**src/rtl/sram_l1_pkg.sv**
```systemverilog
// Shared types and default widths for the L1 SRAM arbiter.
// Optional read watchdog: SRAM_ARB_TIMEOUT_EN.
package sram_l1_pkg;

  localparam int SRAM_ADDR_W  = 11;
  localparam int SRAM_DATA_W  = 64;
  localparam int SRAM_WMASK_W = 8;

  typedef enum logic [1:0] {
    ST_IDLE,
    ST_RD_WAIT,
    ST_WR_WAIT,
    ST_RESP
  } arb_state_t;

  typedef struct packed {
    logic [1:0]              gnt;
    logic                    we;
    logic [SRAM_ADDR_W-1:0]  addr;
    logic [SRAM_DATA_W-1:0]  wdata;
    logic [SRAM_WMASK_W-1:0] wmask;
  } sram_req_t;

endpackage

```
**src/rtl/sram_l1_rr_arb2.sv**
```systemverilog
// Two-way round-robin picker: one-hot grant, the requester
// not granted last wins a tie.
module sram_l1_rr_arb2 (
  input  logic [1:0] i_valid,
  input  logic       i_last,
  output logic [1:0] o_gnt
);

  always_comb begin
    o_gnt = 2'b00;
    unique case (i_valid)
      2'b01:   o_gnt = 2'b01;
      2'b10:   o_gnt = 2'b10;
      2'b11:   o_gnt = i_last ? 2'b01 : 2'b10;
      default: o_gnt = 2'b00;
    endcase
  end

endmodule

```
**src/rtl/sram_l1_arbiter.sv**
```systemverilog
// Two-requester arbiter in front of a single-port L1 SRAM.
// Define SRAM_ARB_TIMEOUT_EN to enable the read watchdog.
module sram_l1_arbiter
  import sram_l1_pkg::*;
#(
  parameter int ADDR_WIDTH     = SRAM_ADDR_W,
  parameter int DATA_WIDTH     = SRAM_DATA_W,
  parameter int NUM_WMASKS     = SRAM_WMASK_W,
  parameter int WRITE_WAIT     = 8,
  parameter int TIMEOUT_CYCLES = 64
) (
  input  logic                       clk,
  input  logic                       rst_n,
  input  logic [1:0]                 req_valid,
  output logic [1:0]                 req_ready,
  input  logic [1:0]                 req_we,
  input  logic [1:0][ADDR_WIDTH-1:0] req_addr,
  input  logic [1:0][DATA_WIDTH-1:0] req_wdata,
  input  logic [1:0][NUM_WMASKS-1:0] req_wmask,
  output logic [1:0]                 rsp_valid,
  output logic [DATA_WIDTH-1:0]      rsp_rdata,
  output logic                       rsp_err,
  output logic                       mem_csb,
  output logic                       mem_web,
  output logic [ADDR_WIDTH-1:0]      mem_addr,
  output logic [DATA_WIDTH-1:0]      mem_wdata,
  output logic [NUM_WMASKS-1:0]      mem_wmask,
  input  logic [DATA_WIDTH-1:0]      mem_rdata,
  input  logic                       mem_ready
);

  localparam int CNT_MAX =
    (TIMEOUT_CYCLES > WRITE_WAIT) ? TIMEOUT_CYCLES : WRITE_WAIT;
  localparam int CNT_W = $clog2(CNT_MAX) + 1;

  arb_state_t            r_state;
  sram_req_t             r_req;
  logic [CNT_W-1:0]      r_cnt;
  logic                  r_last;
  logic                  r_csb;
  logic [1:0]            r_rsp_valid;
  logic [DATA_WIDTH-1:0] r_rdata;
  logic                  r_err;
  logic [1:0]            w_gnt;
  logic                  w_sel;
  logic                  w_to;

  sram_l1_rr_arb2 u_rr (
    .i_valid (req_valid),
    .i_last  (r_last),
    .o_gnt   (w_gnt)
  );

  assign w_sel = w_gnt[1];

`ifdef SRAM_ARB_TIMEOUT_EN
  assign w_to = (r_cnt == CNT_W'(TIMEOUT_CYCLES - 1));
`else
  assign w_to = 1'b0;
`endif

  assign req_ready = (r_state == ST_IDLE) ? w_gnt : 2'b00;
  assign rsp_valid = r_rsp_valid;
  assign rsp_rdata = r_rdata;
  assign rsp_err   = r_err;
  assign mem_csb   = r_csb;
  assign mem_web   = r_csb | ~r_req.we;
  assign mem_addr  = ADDR_WIDTH'(r_req.addr);
  assign mem_wdata = DATA_WIDTH'(r_req.wdata);
  assign mem_wmask = NUM_WMASKS'(r_req.wmask);

  // r_last resets to 1 so requester 0 wins the first tie
  always_ff @(posedge clk or negedge rst_n) begin
    if (!rst_n) begin
      r_state     <= ST_IDLE;
      r_req       <= '0;
      r_cnt       <= '0;
      r_last      <= 1'b1;
      r_csb       <= 1'b1;
      r_rsp_valid <= 2'b00;
      r_rdata     <= '0;
      r_err       <= 1'b0;
    end else begin
      r_rsp_valid <= 2'b00;
      unique case (r_state)
        ST_IDLE: begin
          if (|w_gnt) begin
            r_req.gnt   <= w_gnt;
            r_req.we    <= req_we[w_sel];
            r_req.addr  <= SRAM_ADDR_W'(req_addr[w_sel]);
            r_req.wdata <= SRAM_DATA_W'(req_wdata[w_sel]);
            r_req.wmask <= SRAM_WMASK_W'(req_wmask[w_sel]);
            r_cnt       <= '0;
            r_csb       <= 1'b0;
            r_state     <= req_we[w_sel] ? ST_WR_WAIT : ST_RD_WAIT;
          end
        end
        ST_RD_WAIT: begin
          if (mem_ready) begin
            r_rdata     <= mem_rdata;
            r_err       <= 1'b0;
            r_csb       <= 1'b1;
            r_rsp_valid <= r_req.gnt;
            r_state     <= ST_RESP;
          end else if (w_to) begin
            r_rdata     <= '0;
            r_err       <= 1'b1;
            r_csb       <= 1'b1;
            r_rsp_valid <= r_req.gnt;
            r_state     <= ST_RESP;
          end else begin
            r_cnt <= r_cnt + 1'b1;
          end
        end
        ST_WR_WAIT: begin
          if (r_cnt == CNT_W'(WRITE_WAIT - 1)) begin
            r_err       <= 1'b0;
            r_csb       <= 1'b1;
            r_rsp_valid <= r_req.gnt;
            r_state     <= ST_RESP;
          end else begin
            r_cnt <= r_cnt + 1'b1;
          end
        end
        ST_RESP: begin
          r_last  <= r_req.gnt[1];
          r_state <= ST_IDLE;
        end
        default: r_state <= ST_IDLE;
      endcase
    end
  end

endmodule

```
**config.mk**
```make
export PLATFORM = sky130hd
export DESIGN_NAME = sram_l1_arbiter
export DESIGN_NICKNAME = d
export VERILOG_FILES = /design/src/rtl/sram_l1_pkg.sv /design/src/rtl/sram_l1_rr_arb2.sv /design/src/rtl/sram_l1_arbiter.sv
export SDC_FILE = /design/constraint.sdc
export NUM_CORES = 1
export LEC_CHECK = 0
export BUFFER_PORTS_ARGS = -buffer_cell sky130_fd_sc_hd__buf_2
export CORE_AREA = 10 10 145 147
export DETAILED_ROUTE_END_ITERATION = 16
export DIE_AREA = 0 0 155 157
export GPL_TIMING_DRIVEN = 0
export PLACE_DENSITY = 0.76
export SLEW_MARGIN = 20
export SYNTH_ARGS = -nofsm -noshare
export SYNTH_HDL_FRONTEND = slang
export SYNTH_SLANG_ARGS = --single-unit
```
**constraint.sdc**
```tcl
create_clock -name clk -period 2.26 [get_ports clk]
set_clock_uncertainty 0.05 [all_clocks]
set_input_delay 0.452 -clock clk [delete_from_list [all_inputs] [get_ports clk]]
set_output_delay 0.452 -clock clk [all_outputs]
set_load 0.01 [all_outputs]
```
Yosys cells after proc, flatten, opt, wreduce, memory -nomap -nowiden --
Cells that the tools add are included.
Cells by class: $add $sub $neg 1, multiply operators 0, divide/modulo/power cells 0, $lt $le $gt $ge 1, eq/ne operators 12, shift operators 0, multiplexer cells 30, bitwise gates (word level) 2, reduce and logical (&&, ||, !) cells 10
Operators by type and width (count):
- $mux 64 | 2
- $mux 11 | 2
- $mux 7 | 3
- $pmux 7 s3 | 1
- $mux 2 | 8
- $mux 8 | 2
- $eq 2x2->1 const B | 4
- $ne 2x2->1 const B | 4
- $pmux 2 s4 | 1
- $reduce_and 4->1 | 2
- $add 7x1->7 const B | 1
- $eq 7x3->1 const B | 1
- $mux 1 | 7
- $pmux 2 s3 | 1
- $reduce_and 3->1 | 2
- $eq 2x1->1 const B | 2
- $pmux 2 s2 | 1
- $reduce_and 2->1 | 2
- $pmux 1 s3 | 1
- $reduce_bool 3->1 | 1
- $logic_not 2->1 | 1
- $lt 1x2->1 const B | 1
- $ne 2x1->1 const B | 1
- $pmux 1 s2 | 1
- other kinds (4) | 4
Word-level totals: flip-flop bits (word level) 164, latch bits 0, memory bits (writable) 0, ROM bits 0, input bits 237, output and inout bits 154, logic and storage cells 68, memories 0

Depth between registers and ports, before layout --
word-level depth 7, mapped depth 8, mapped depth without buffers 6

Cells and area by module --
Synthesis repeated with hierarchy kept, for this count alone.
Unflattened totals: cell total of the unflattened synthesis 677, area total of the unflattened synthesis 7712.4 um^2
Modules (own cells, without submodules):
- sram_l1_arbiter | instances 1, cells an instance 674, area an instance 7693.6 um^2, sequential area each 4081.4 um^2
- sram_l1_rr_arb2 | instances 1, cells an instance 3, area an instance 18.8 um^2, sequential area each 0.0 um^2

Least setup slack after synthesis --
Ideal clock, no wire load.
path type reg2reg, start point register r_state[1], end point register r_rdata[10] (netlist: rsp_rdata[10]), setup time 125 ps, arrival time 1574 ps, data required time 2085 ps, path slack 512 ps, stages on the path, launching flop included 7, path buffers 2, period minus slack after synthesis 1748 ps, cell sequence dfrtp_1 -> inv_1 -> ha_1 -> and2_1 -> buf_2 -> buf_2 -> mux2_2
On the way: word-level cells in the longest chain between the ends 2
Ends and longest elaborated chain:
- start, declared | line sram_l1_arbiter.sv:36 | arb_state_t r_state;
- start signal, assigned | line sram_l1_arbiter.sv:95 | r_state <= req_we[w_sel] ? ST_WR_WAIT : ST_RD_WAIT;
- $eq 2x1->1 | line sram_l1_arbiter.sv:85 | unique case (r_state)
- $reduce_and 2->1 (no source line)
- end signal, assigned | line sram_l1_arbiter.sv:100 | r_rdata <= mem_rdata;
- end, declared | line sram_l1_arbiter.sv:42 | logic [DATA_WIDTH-1:0] r_rdata;
Every way passes these cells. A chain may end at the register's enable or synchronous reset.

Worst setup path after layout --
start point register r_last, end point output port req_ready[1]
On the way: word-level cells in the longest chain between the ends 3
Ends and longest elaborated chain:
- start, declared | line sram_l1_arbiter.sv:39 | logic r_last;
- start signal, assigned | line sram_l1_arbiter.sv:126 | r_last <= r_req.gnt[1];
- $mux 2 | line sram_l1_rr_arb2.sv:14 | 2'b11: o_gnt = i_last ? 2'b01 : 2'b10;
- $pmux 2 s3 | line sram_l1_rr_arb2.sv:11 | unique case (i_valid)
- $mux 2 | line sram_l1_arbiter.sv:62 | assign req_ready = (r_state == ST_IDLE) ? w_gnt : 2'b00;
- end, declared | line sram_l1_arbiter.sv:15 | output logic [1:0] req_ready,
Every way passes these cells.

==> results_dict.tcl <==
set metrics [dict create \
    drt_iter0_drc 285 \
    drive_above_1_share_pct 55.21 \
    clkTransAtPathRegs_ns 0.07 \
    final_cell_count_no_fill 1329 \
    syn_avg_cell_area_um2 11.51 \
    yosys_warnings 0 \
    mostFrequentLayoutCell "buf_2" \
    dieArea_um2 24340 \
    outcome "finished, final reports clean" \
    synth.distinct_cells 35 \
    insertion_delay_ns 0.42 \
    ys_seq_area_share_pct 52.84 \
    p_int_uw 9408 \
    drv_slew 0 \
    critPathMaxFanout 10 \
    power_frac_seq_pct 34.3 \
    worstSetupStartpointType "flip-flop" \
    min_path_type "input port to flip-flop" \
    critPathMaxStageDelay_ns 0.38 \
    arrival_ns 1.64 \
    syn_to_final_growth_pct 37.57 \
    nNetsFinal 1325 \
    worst_path_dominant_cell_family "flip-flops" \
    cts_tree "built" \
    p_comb_share_pct 45.9 \
    drc 0 \
    p_total_uw 14780 \
    antenna_found_initial 1 \
    ys_ff_latch 163 \
    crit_path_top_delay_cell "dfstp_2" \
    portBuffers 389 \
    layout_common_cells "buf_2, dfrtp_1, buf_4, nand2_1, mux2i_1" \
    powerDensity_nw_per_um2 1391 \
    clkSinkCount 163 \
    die_width_um 155 \
    rsz0062_at_grt "no" \
    worst-path-buf-inv 2 \
    grt_pass1_wl_um 36940 \
    worst_setup_path_end_kind "output pin" \
    placementRows 50 \
    leakagePower_uw 0.005654 \
    ctsRootBufferMaster "clkbuf_16" \
    cts_buffers 17 \
    wire_per_inst_um 18.45 \
    synth.area.top_cells "dfrtp_1, mux2i_1, mux2_2" \
    via_per_inst 4.694 \
    synth_cells 671 \
    gp_congestion 0.8156 \
    core_area_um2 18330 \
    die_h_um 157 \
    grt_pass1_vias 6745 \
    yosysTopAreaCellShare_pct 52.16 \
    min_period_over_period_pct 94.76 \
    syn_nets 915 \
    drt_first_pass_iters 4 \
    worst_pin_slew_ns 0.6906 \
    crit_chain "a21boi_2 > buf_6 > and2_1 > buf_2" \
    routed_wl_um 24510 \
    crit_type "flip-flop to output pin" \
    maxCapViolations 0 \
    grt_max_degree 84 \
    net-switching-power_uw 5374 \
    io_pins 391 \
    initial_core_util_pct 42.14 \
    gr-total-overflow 0 \
    setup_viol 0 \
    clkPwrFrac_pct 19.8 \
    grt_usage_pct 19.45 \
    cts-htree-levels 4 \
    placed_cells_incl_taps 1295 \
    clock_path_buffers 2 \
    dp_hpwl_um 20020 \
    syn_area_um2 7724 \
    required_ns 1.76 \
    swShare_pct 36.36 \
    timing.final.hold_violations 0 \
    tns_ns 0 \
    yosys.area.top_type "dfrtp_1" \
    maxSlewHeadroom_pct 53.96 \
    final_antenna_net_count 0 \
    peakVddDrop_mv 0.8311 \
    min_period_ns 2.141 \
    num_vias 6238 \
    max_freq_mhz 467.0 \
]
## repair_timing
| action | 4_1_cts | 5_1_grt |
|---|---|---|
| buffers inserted | 0 | 0 |
| hold buffers | 1 | 0 |
| hold endpoints to repair | 36 | 0 |
| pin swaps | 0 | 0 |
| cloned | 0 | 0 |
| setup endpoints to repair | 10 | 54 |
| resized for setup | 1 | 7 |
## flip-flops by register name (all words and copies together) (netlist names)
register,cells
r_last,1
mem_wmask,8
mem_wdata,64
mem_addr,11
r_req,3
r_cnt,7
r_state,2
rsp_valid,2
mem_csb,1
rsp_rdata,64
## area by class of cell
class / count / area [um^2]
Antenna cell: 1 / 2.502
Buffer: 120 / 829.5
Timing Repair Buffer: 391 / 1994
Tap cell: 234 / 292.8
Inverter: 8 / 30.03
Clock buffer: 19 / 452.9
Clock inverter: 13 / 145.1
Multi-Input combinational cell: 380 / 2796
Fill cell: 1601 / 7705
Sequential cell: 163 / 4081
## Yosys cell counts (all sizes together)
library cell / number
a21boi: 1
a21o: 1
dfstp: 2
nor2: 3
ha: 7
a21oi: 2
inv: 8
dfrtp: 161
nor3: 2
a32o: 3
nand3b: 1
o21ai: 88
conb: 1
nor4: 1
o211ai: 2
nand2: 89
clkbuf: 10
and2: 4
a31oi: 1
mux2i: 88
a21bo: 1
nand3: 10
and3b: 1
mux2: 67
o2bb2ai: 1
nor3b: 3
buf: 110
nand2b: 3
## per-layer routing
layer  global-route usage [%]  up-vias  share of wire, %
met1                    21.22     2928                38
met2                    34.61      247                53
met5                        0        -                 0
met4                    7.108        0               2.2
met3                    6.168       35               7.3
li1                         -     3028                 -
## kinds of logic (layout without fill, tap and decap cells)
| logic type | after synthesis | in the layout | synth area share (%) |
|---|---|---|---|
| AO/OA/AOI/OAI | 100 | 100 | 7.176 |
| other | 1 | 2 | 0.04855 |
| AND/OR/NAND/NOR | 117 | 117 | 6.626 |
| flip-flops | 163 | 163 | 52.84 |
| buffers and inverters | 128 | 551 | 11.00 |
| adder cells (fa/ha/maj) | 7 | 7 | 1.134 |
| multiplexers | 155 | 155 | 21.17 |
## per-stage QoR
step / util (%) / hold WS [ns] / cell area, um^2 / worst slack [ns]
floorplan: - / 0.1064 / 7724 / 0.5116
global placement: 54.35 / 0.4184 / 9963 / -1.809
detailed placement: 54.56 / 0.4264 / 10000 / -0.07314
CTS: 57.88 / 0.1843 / 10610 / 0.04073
global route: 57.97 / 0.1872 / 10630 / 0.02852
finish: 57.97 / 0.2103 / 10630 / 0.1185
## power by group through the flow
stage / Combinational [uW] / Sequential [uW] / Clock, uW
floorplan: 3990 / 5290 / 0
global placement: 6710 / 5040 / 0
detailed placement: 6870 / 5130 / 0
CTS: 6890 / 5080 / 3000
global route: 7440 / 5250 / 3140
finish: 6780 / 5080 / 2930
## final timing paths
kind,startpoint,endpoint,slack (ns),cells past startpoint
max in group asynchronous,rst_n,mem_csb$_DFFE_PN1P_,0.75,3
min in group asynchronous,rst_n,mem_wdata[2]$_DFFE_PN0P_,0.55,2
setup reg to reg,r_state[1]$_DFFE_PN0P_,rsp_rdata[33]$_DFFE_PN0P_,0.22,6
hold / removal,mem_rdata[0],rsp_rdata[0]$_DFFE_PN0P_,0.21,2
hold reg to reg,mem_wdata[29]$_DFFE_PN0P_,mem_wdata[29]$_DFFE_PN0P_,0.43,2
setup / recovery,r_last$_DFFE_PN1N_,req_ready[1],0.12,4
No activity file was read; power rests on OpenSTA's default activity.
